`src/rtl/apb_master.sv`:
```
// Requester-side APB bridge: turns single valid/ready commands into APB SETUP/ACCESS transfers.
// Optional ACCESS timeout is compiled in with `define APB_MASTER_TIMEOUT_EN.
module apb_master #(
  parameter int unsigned TIMEOUT_CYCLES = 64
) (
  input  logic       clk,
  input  logic       reset,
  input  logic       cmd_valid,
  output logic       cmd_ready,
  input  logic       cmd_write,
  input  logic [7:0] cmd_addr,
  input  logic [7:0] cmd_wdata,
  input  logic [7:0] cmd_waits,
  output logic       rsp_valid,
  output logic [7:0] rsp_rdata,
  output logic       rsp_error,
  output logic       sel,
  output logic       enable,
  output logic       write,
  output logic [7:0] addr,
  output logic [7:0] wdata,
  output logic [7:0] waits,
  input  logic       ready,
  input  logic [7:0] rdata
);

  typedef enum logic [1:0] {
    ST_IDLE   = 2'd0,
    ST_SETUP  = 2'd1,
    ST_ACCESS = 2'd2
  } state_t;

  state_t state_r;
  state_t state_nx;
  logic   accept_s;
  logic   done_s;
  logic   tmo_s;
  logic   timeout_hit_s;

  if ((TIMEOUT_CYCLES < 1) || (TIMEOUT_CYCLES > 255)) begin : g_bad_timeout
    $error("apb_master: TIMEOUT_CYCLES must be in 1..255");
  end

  assign accept_s = cmd_valid & cmd_ready;

  // Next-state decode; ready outside ACCESS is deliberately ignored.
  always_comb begin
    state_nx = state_r;
    done_s   = 1'b0;
    tmo_s    = 1'b0;
    case (state_r)
      ST_IDLE: begin
        if (accept_s) state_nx = ST_SETUP;
        else          state_nx = ST_IDLE;
      end
      ST_SETUP: begin
        state_nx = ST_ACCESS;
      end
      ST_ACCESS: begin
        if (ready) begin
          done_s   = 1'b1;
          state_nx = ST_IDLE;
        end else if (timeout_hit_s) begin
          tmo_s    = 1'b1;
          state_nx = ST_IDLE;
        end else begin
          state_nx = ST_ACCESS;
        end
      end
      default: begin
        state_nx = ST_IDLE;
      end
    endcase
  end

  // State register with APB handshake outputs registered from the next state.
  always_ff @(posedge clk or posedge reset) begin
    if (reset) begin
      state_r   <= ST_IDLE;
      cmd_ready <= 1'b1;
      sel       <= 1'b0;
      enable    <= 1'b0;
    end else begin
      state_r   <= state_nx;
      cmd_ready <= (state_nx == ST_IDLE);
      sel       <= (state_nx != ST_IDLE);
      enable    <= (state_nx == ST_ACCESS);
    end
  end

  // Command fields are captured only on acceptance, so they hold through the transfer and in IDLE.
  always_ff @(posedge clk or posedge reset) begin
    if (reset) begin
      write <= 1'b0;
      addr  <= 8'h00;
      wdata <= 8'h00;
      waits <= 8'h00;
    end else if (accept_s) begin
      write <= cmd_write;
      addr  <= cmd_addr;
      wdata <= cmd_wdata;
      waits <= cmd_waits;
    end
  end

  // Response strobe; data holds until the next completion.
  always_ff @(posedge clk or posedge reset) begin
    if (reset) begin
      rsp_valid <= 1'b0;
      rsp_rdata <= 8'h00;
    end else begin
      rsp_valid <= done_s | tmo_s;
      if (done_s) begin
        rsp_rdata <= write ? 8'h00 : rdata;
      end else if (tmo_s) begin
        rsp_rdata <= 8'h00;
      end
    end
  end

`ifdef APB_MASTER_TIMEOUT_EN
  localparam logic [7:0] TMO_LAST = 8'(TIMEOUT_CYCLES - 1);

  logic [7:0] tmo_cnt_r;

  assign timeout_hit_s = (tmo_cnt_r == TMO_LAST);

  // Counts ACCESS cycles without ready; held at zero outside ACCESS so it is clear on entry.
  always_ff @(posedge clk or posedge reset) begin
    if (reset) begin
      tmo_cnt_r <= 8'h00;
    end else if (state_r != ST_ACCESS) begin
      tmo_cnt_r <= 8'h00;
    end else if (!ready) begin
      tmo_cnt_r <= tmo_cnt_r + 8'h01;
    end
  end

  // Error flag follows the same hold-until-next-response rule as the read data.
  always_ff @(posedge clk or posedge reset) begin
    if (reset) begin
      rsp_error <= 1'b0;
    end else if (done_s) begin
      rsp_error <= 1'b0;
    end else if (tmo_s) begin
      rsp_error <= 1'b1;
    end
  end
`else
  assign timeout_hit_s = 1'b0;
  assign rsp_error     = 1'b0;
`endif

endmodule

```
`config.mk`:
```
export PLATFORM = sky130hd
export DESIGN_NAME = apb_master
export DESIGN_NICKNAME = d
export VERILOG_FILES = /design/src/rtl/apb_master.sv
export SDC_FILE = /design/constraint.sdc
export NUM_CORES = 1
export LEC_CHECK = 0
export CAP_MARGIN = 20
export CELL_PAD_IN_SITES_DETAIL_PLACEMENT = 1
export CELL_PAD_IN_SITES_GLOBAL_PLACEMENT = 2
export CORE_ASPECT_RATIO = 2
export CORE_MARGIN = 10
export CORE_UTILIZATION = 27
export DETAILED_ROUTE_END_ITERATION = 6
export MAX_ROUTING_LAYER = met4
export PLACE_DENSITY = 0.89
export SYNTH_ARGS = -nofsm -noshare
export SYNTH_HDL_FRONTEND = slang
export SYNTH_SLANG_ARGS = --single-unit
```
`constraint.sdc`:
```
create_clock -name clk -period 2.7 [get_ports clk]
set_input_delay 0.675 -clock clk [delete_from_list [all_inputs] [get_ports clk]]
set_output_delay 0.675 -clock clk [all_outputs]
set_load 0.02 [all_outputs]
```
# Word level (Yosys, flattened, before mapping)
# Cells that the tools add are included.
[totals]
input_bits = 37
reg_bits = 39
out_inout_bits = 38
elab_cells = 24
[classes]
n_eq_ne = 3
n_reduce_logical = 3
muxes = 7
bitwise = 1
[ops]
columns = ["op", "count"]
rows = [
  ["2-to-1 mux 8 bit", 2],
  ["one-hot mux 2 bit (3 select lines)", 1],
  ["== test 2 bit, second input constant", 2],
  ["zero test 2 bit", 2],
  ["2-to-1 mux 1 bit", 3],
  ["== test 2 x 1 -> 1 bit, second input constant", 1],
  ["2-to-1 mux 2 bit", 1],
  ["nonzero test 2 bit", 1],
  ["bitwise AND 1 bit", 1],
]

# Logic depth before layout (Yosys ltp)
[logic_depth]
depth_word = 4
depth_mapped = 3
ltp_nobuf = 2

# Worst setup path after synthesis
# No wires, ideal clock.
[synth_path]
kind = "input to register"
from = "in cmd_valid"
to = "reg addr[0]"
arrival_ns = 1.290
t_required_ns = 2.575
cell_stages = 3
n_path_buf = 1
path_slack_ns = 1.285
setup_ns = 0.125
cell_sequence = "nand2_2 > buf_6 > mux2_2"
[synth_between]
elab_chain_len = 1
[synth_lines]
columns = ["element", "line", "source"]
rows = [
  ["start, declared", "8", "input logic cmd_valid,"],
  ["bitwise AND 1 bit", "44", "assign accept_s = cmd_valid & cmd_ready;"],
  ["end signal, assigned", "100", "addr <= cmd_addr;"],
  ["end, declared", "20", "output logic [7:0] addr,"],
]
# No other way between the ends.
# A chain may end at the register's enable or synchronous reset.

# Worst setup path in the final report
[layout_path]
from = "reg write"
to = "out write"
[layout_lines]
columns = ["element", "line", "source"]
rows = [
  ["start, declared", "19", "output logic write,"],
  ["start signal, assigned", "99", "write <= cmd_write;"],
]
# No word-level cell between the ends.

==> run_results.csv <==
group,metric,value,unit
outcome,status,"finished clean",
power_and_ir_drop,sequentialPowerShare,0.356,
power_and_ir_drop,peakVddDrop,0.6313,mV
synthesis,yosysSeqAreaShare,0.6355,
route,drt_wl_total,4.547,mm
synthesis,ys_ff_latch,39,
finish,post-route-cell-area,0.002412,mm^2
floorplanning,rows,38,
sta,hold_viol,0,
global_route,grt.overflow.total,0,
cts,cts.sinks,39,
synthesis,synth_top_area_cell,"dfrtp_1",
critical_path,startpoint_type,"flip-flop",
synthesis,postSynthCellCount,96,
critical_path,crit_chain,"clkdlybuf4s50_1",
finish,fin_nets,210,
route,drtAntennaViolNets,0,
power_and_ir_drop,switching_share,0.3487,
sta,post-route-period-util,0.7884,
power_and_ir_drop,internal_power,1.909,mW
global_route,grt_pass1_vias,1303,
floorplanning,die_w,73.37,um
critical_path,timing.critical_path.buf_inv,1,
synthesis,yosysMostFrequentCell,"dfrtp_1",
synthesis,synth_flop_cell,"dfrtp_1",
floorplanning,die_area,0.009297,mm^2
finish,drive_above_1_share,0.2486,
cts,holdBufCountCts,0,
sta,slew_headroom,0.5913,
sta,period_minus_slack,2.129,ns
floorplanning,io_pins,75,
power_and_ir_drop,p_leak,1.015,nW
cts,clock_path_buffers,2,
route,drtIter0Drc,45,
placed_design,portBuffers,73,
sta,fin_setup_tns,0,ns
route,drc,0,
critical_path,regToRegEndpoint,"rsp_rdata[3]",
critical_path,critical-path-slowest-cell,"clkdlybuf4s50_1",
critical_path,r2r_setup_slack,1.25,ns
cts,htreeDepth,2,
sta,rsz0062_at_grt,"false",
critical_path,r2r_start,"state_r[0]",
critical_path,crit_end,"write",
placed_design,gp_congestion,0.6911,
synthesis,yosysWarnings,0,
synthesis,synth_area,0.001538,mm^2
sta,fmaxAchievable,0.4698,GHz
synthesis,synthesis.nets,133,
synthesis,synth_edf_count,0,
synthesis,synth_area_leaders,"dfrtp_1 62%, mux2_2 18%, mux2_4 7.8%",
cts,cts_resized,0,
sta,post-route-worst-setup-slack,0.5714,ns
floorplanning,initial_core_util,0.2812,
cts,cts.clk_slew.worst_paths,0.08,ns
finish,instances_no_fill,233,
global_route,antenna_found_initial,0,
sta,tightest_slew,0.6109,ns
critical_path,startpoint,"write",
critical_path,slowest_delay,0.67,ns
placed_design,dpl_worst_slack,0.5351,ns
global_route,grt_usage,0.1005,
cts,numCtsBuffers,5,
critical_path,crit_family,"buffers and inverters",
route,num_vias,1063,
hold_path,hp-class,"reg -> reg",
critical_path,cp.depth,1,
critical_path,critPathKind,"reg -> out",
sta,slew_viol_final,0,
power_and_ir_drop,p_sw,1.022,mW
route,avgRoutedWirePerCell,19.52,um
critical_path,cp.required,2.03,ns
finish,fill_cells,573,
placed_design,post_dp_cell_area,0.002310,mm^2
critical_path,ff2ff_path_depth,2,
sta,finalSetupViolCount,0,
floorplanning,die_h,126.7,um
placed_design,dp.cells,226,
power_and_ir_drop,powerDensity,1215,mW/mm^2
synthesis,avgSynthCellArea,16.02,um^2
critical_path,crit_fanout,10,
cts,clock_latency,0.28,ns
floorplanning,core,0.005468,mm^2
finish,diodes,0,
placed_design,hpwl,3.661,mm
critical_path,crit_path_end_kind,"output pin",
route,viasPerCell,4.562,
synthesis,ys_types,16,
route,drtPass1Iterations,4,
global_route,grt_first_pass_wirelength,6.969,mm
finish,syn_to_final_growth,56.88,%
global_route,grt_max_degree,40,
power_and_ir_drop,pwr-share-comb,0.487,
sta,fin_worst_skew,0.01056,ns
synthesis,async_reset_ff_frac,1.000,
cts,postCtsSetupBuffers,0,
critical_path,cp.arrival,1.45,ns
synthesis,synth_common_cells,"38 x dfrtp_1, 25 x mux2_2, 8 x mux2_4, 8 x nor2b_1",
power_and_ir_drop,power_frac_clock,0.157,
cts,cts_tree,"done",
cts,cts_root_buf,"clkbuf_8",
job,drv_cap,0,
synthesis,synth_top_area_share,0.6184,
==> state kept, by name, summed over array words and instances (netlist names), 2 cells and up <==
signal     count
addr           8
rsp_rdata      8
waits          8
wdata          8
state_r        2
==> final cells by class <==
| class | count | area [um^2] | area share |
|---|---|---|---|
| Sequential cell | 39 | 977.2 | 0.4051 |
| Timing Repair Buffer | 74 | 738.2 | 0.3060 |
| Clock buffer | 6 | 72.57 | 0.03008 |
| Inverter | 2 | 7.507 | 0.003112 |
| Multi-Input combinational cell | 51 | 511.7 | 0.2121 |
| Clock inverter | 1 | 30.03 | 0.01245 |
| Tap cell | 60 | 75.07 | 0.03112 |
==> per-stage QoR <==
stage               utilization  hold slack [ns]  power, mW
floorplan                     -           0.4576      1.780
global placement         0.4224           0.4864      2.447
detailed placement       0.4224           0.4973      2.512
CTS                      0.4412           0.5152      2.990
global route             0.4412           0.5308      3.101
finish                   0.4412           0.5113      2.931
==> per-layer routing <==
layer / part of all wire / vias up / global-route usage
met3: 0.087 / 5 / 0.03903
met4: 0.012 / 0 / 0.03638
met5: 0 / - / -
met1: 0.34 / 532 / 0.09236
met2: 0.56 / 52 / 0.1790
li1: - / 474 / -
==> cell families after synthesis <==
family | after synthesis | share of synthesized area
DFF | 39 | 0.6355
other | 1 | 0.002439
muxes | 33 | 0.2612
AOI/OAI and AO/OA | 5 | 0.01790
and+or+nand+nor | 12 | 0.05126
buffers and inverters | 6 | 0.03174
==> placed cells by master (no fill, tap or decap) <==
cell type and instances:
inv_1 2, nor2b_1 8, dfstp_2 1, nand2_2 1, o21ai_0 3, o21a_1 1, or3b_2 1, nor3_1 1
dfrtp_1 38, bufinv_16 1, mux2_4 8, a21oi_1 1, conb_1 1, and3b_1 1, clkbuf_1 1, buf_4 1
clkdlybuf4s50_1 73, mux2_2 25, clkbuf_8 5
==> how the worst min path moves through the flow <==
stage | startpoint | endpoint | slack, ns | cells after the start
floorplan | state_r[0] | state_r[0] | 0.46 | 1
global placement | state_r[0] | state_r[0] | 0.49 | 1
detailed placement | waits[4] | waits[4] | 0.50 | 1
CTS | wdata[1] | wdata[1] | 0.52 | 1
global route | waits[4] | waits[4] | 0.53 | 1
finish | waits[7] | waits[7] | 0.51 | 1
==> power by group through the flow <==
stage                     sequential, mW  clock [mW]  combinational, mW
final                               1.04       0.459               1.43
after global routing                1.08       0.500               1.52
after CTS                           1.05       0.481               1.46
after detailed placement            1.06           0               1.45
after global placement              1.04           0               1.41
after floorplan                     1.36           0              0.420
Power figures use the tool's default switching activity.
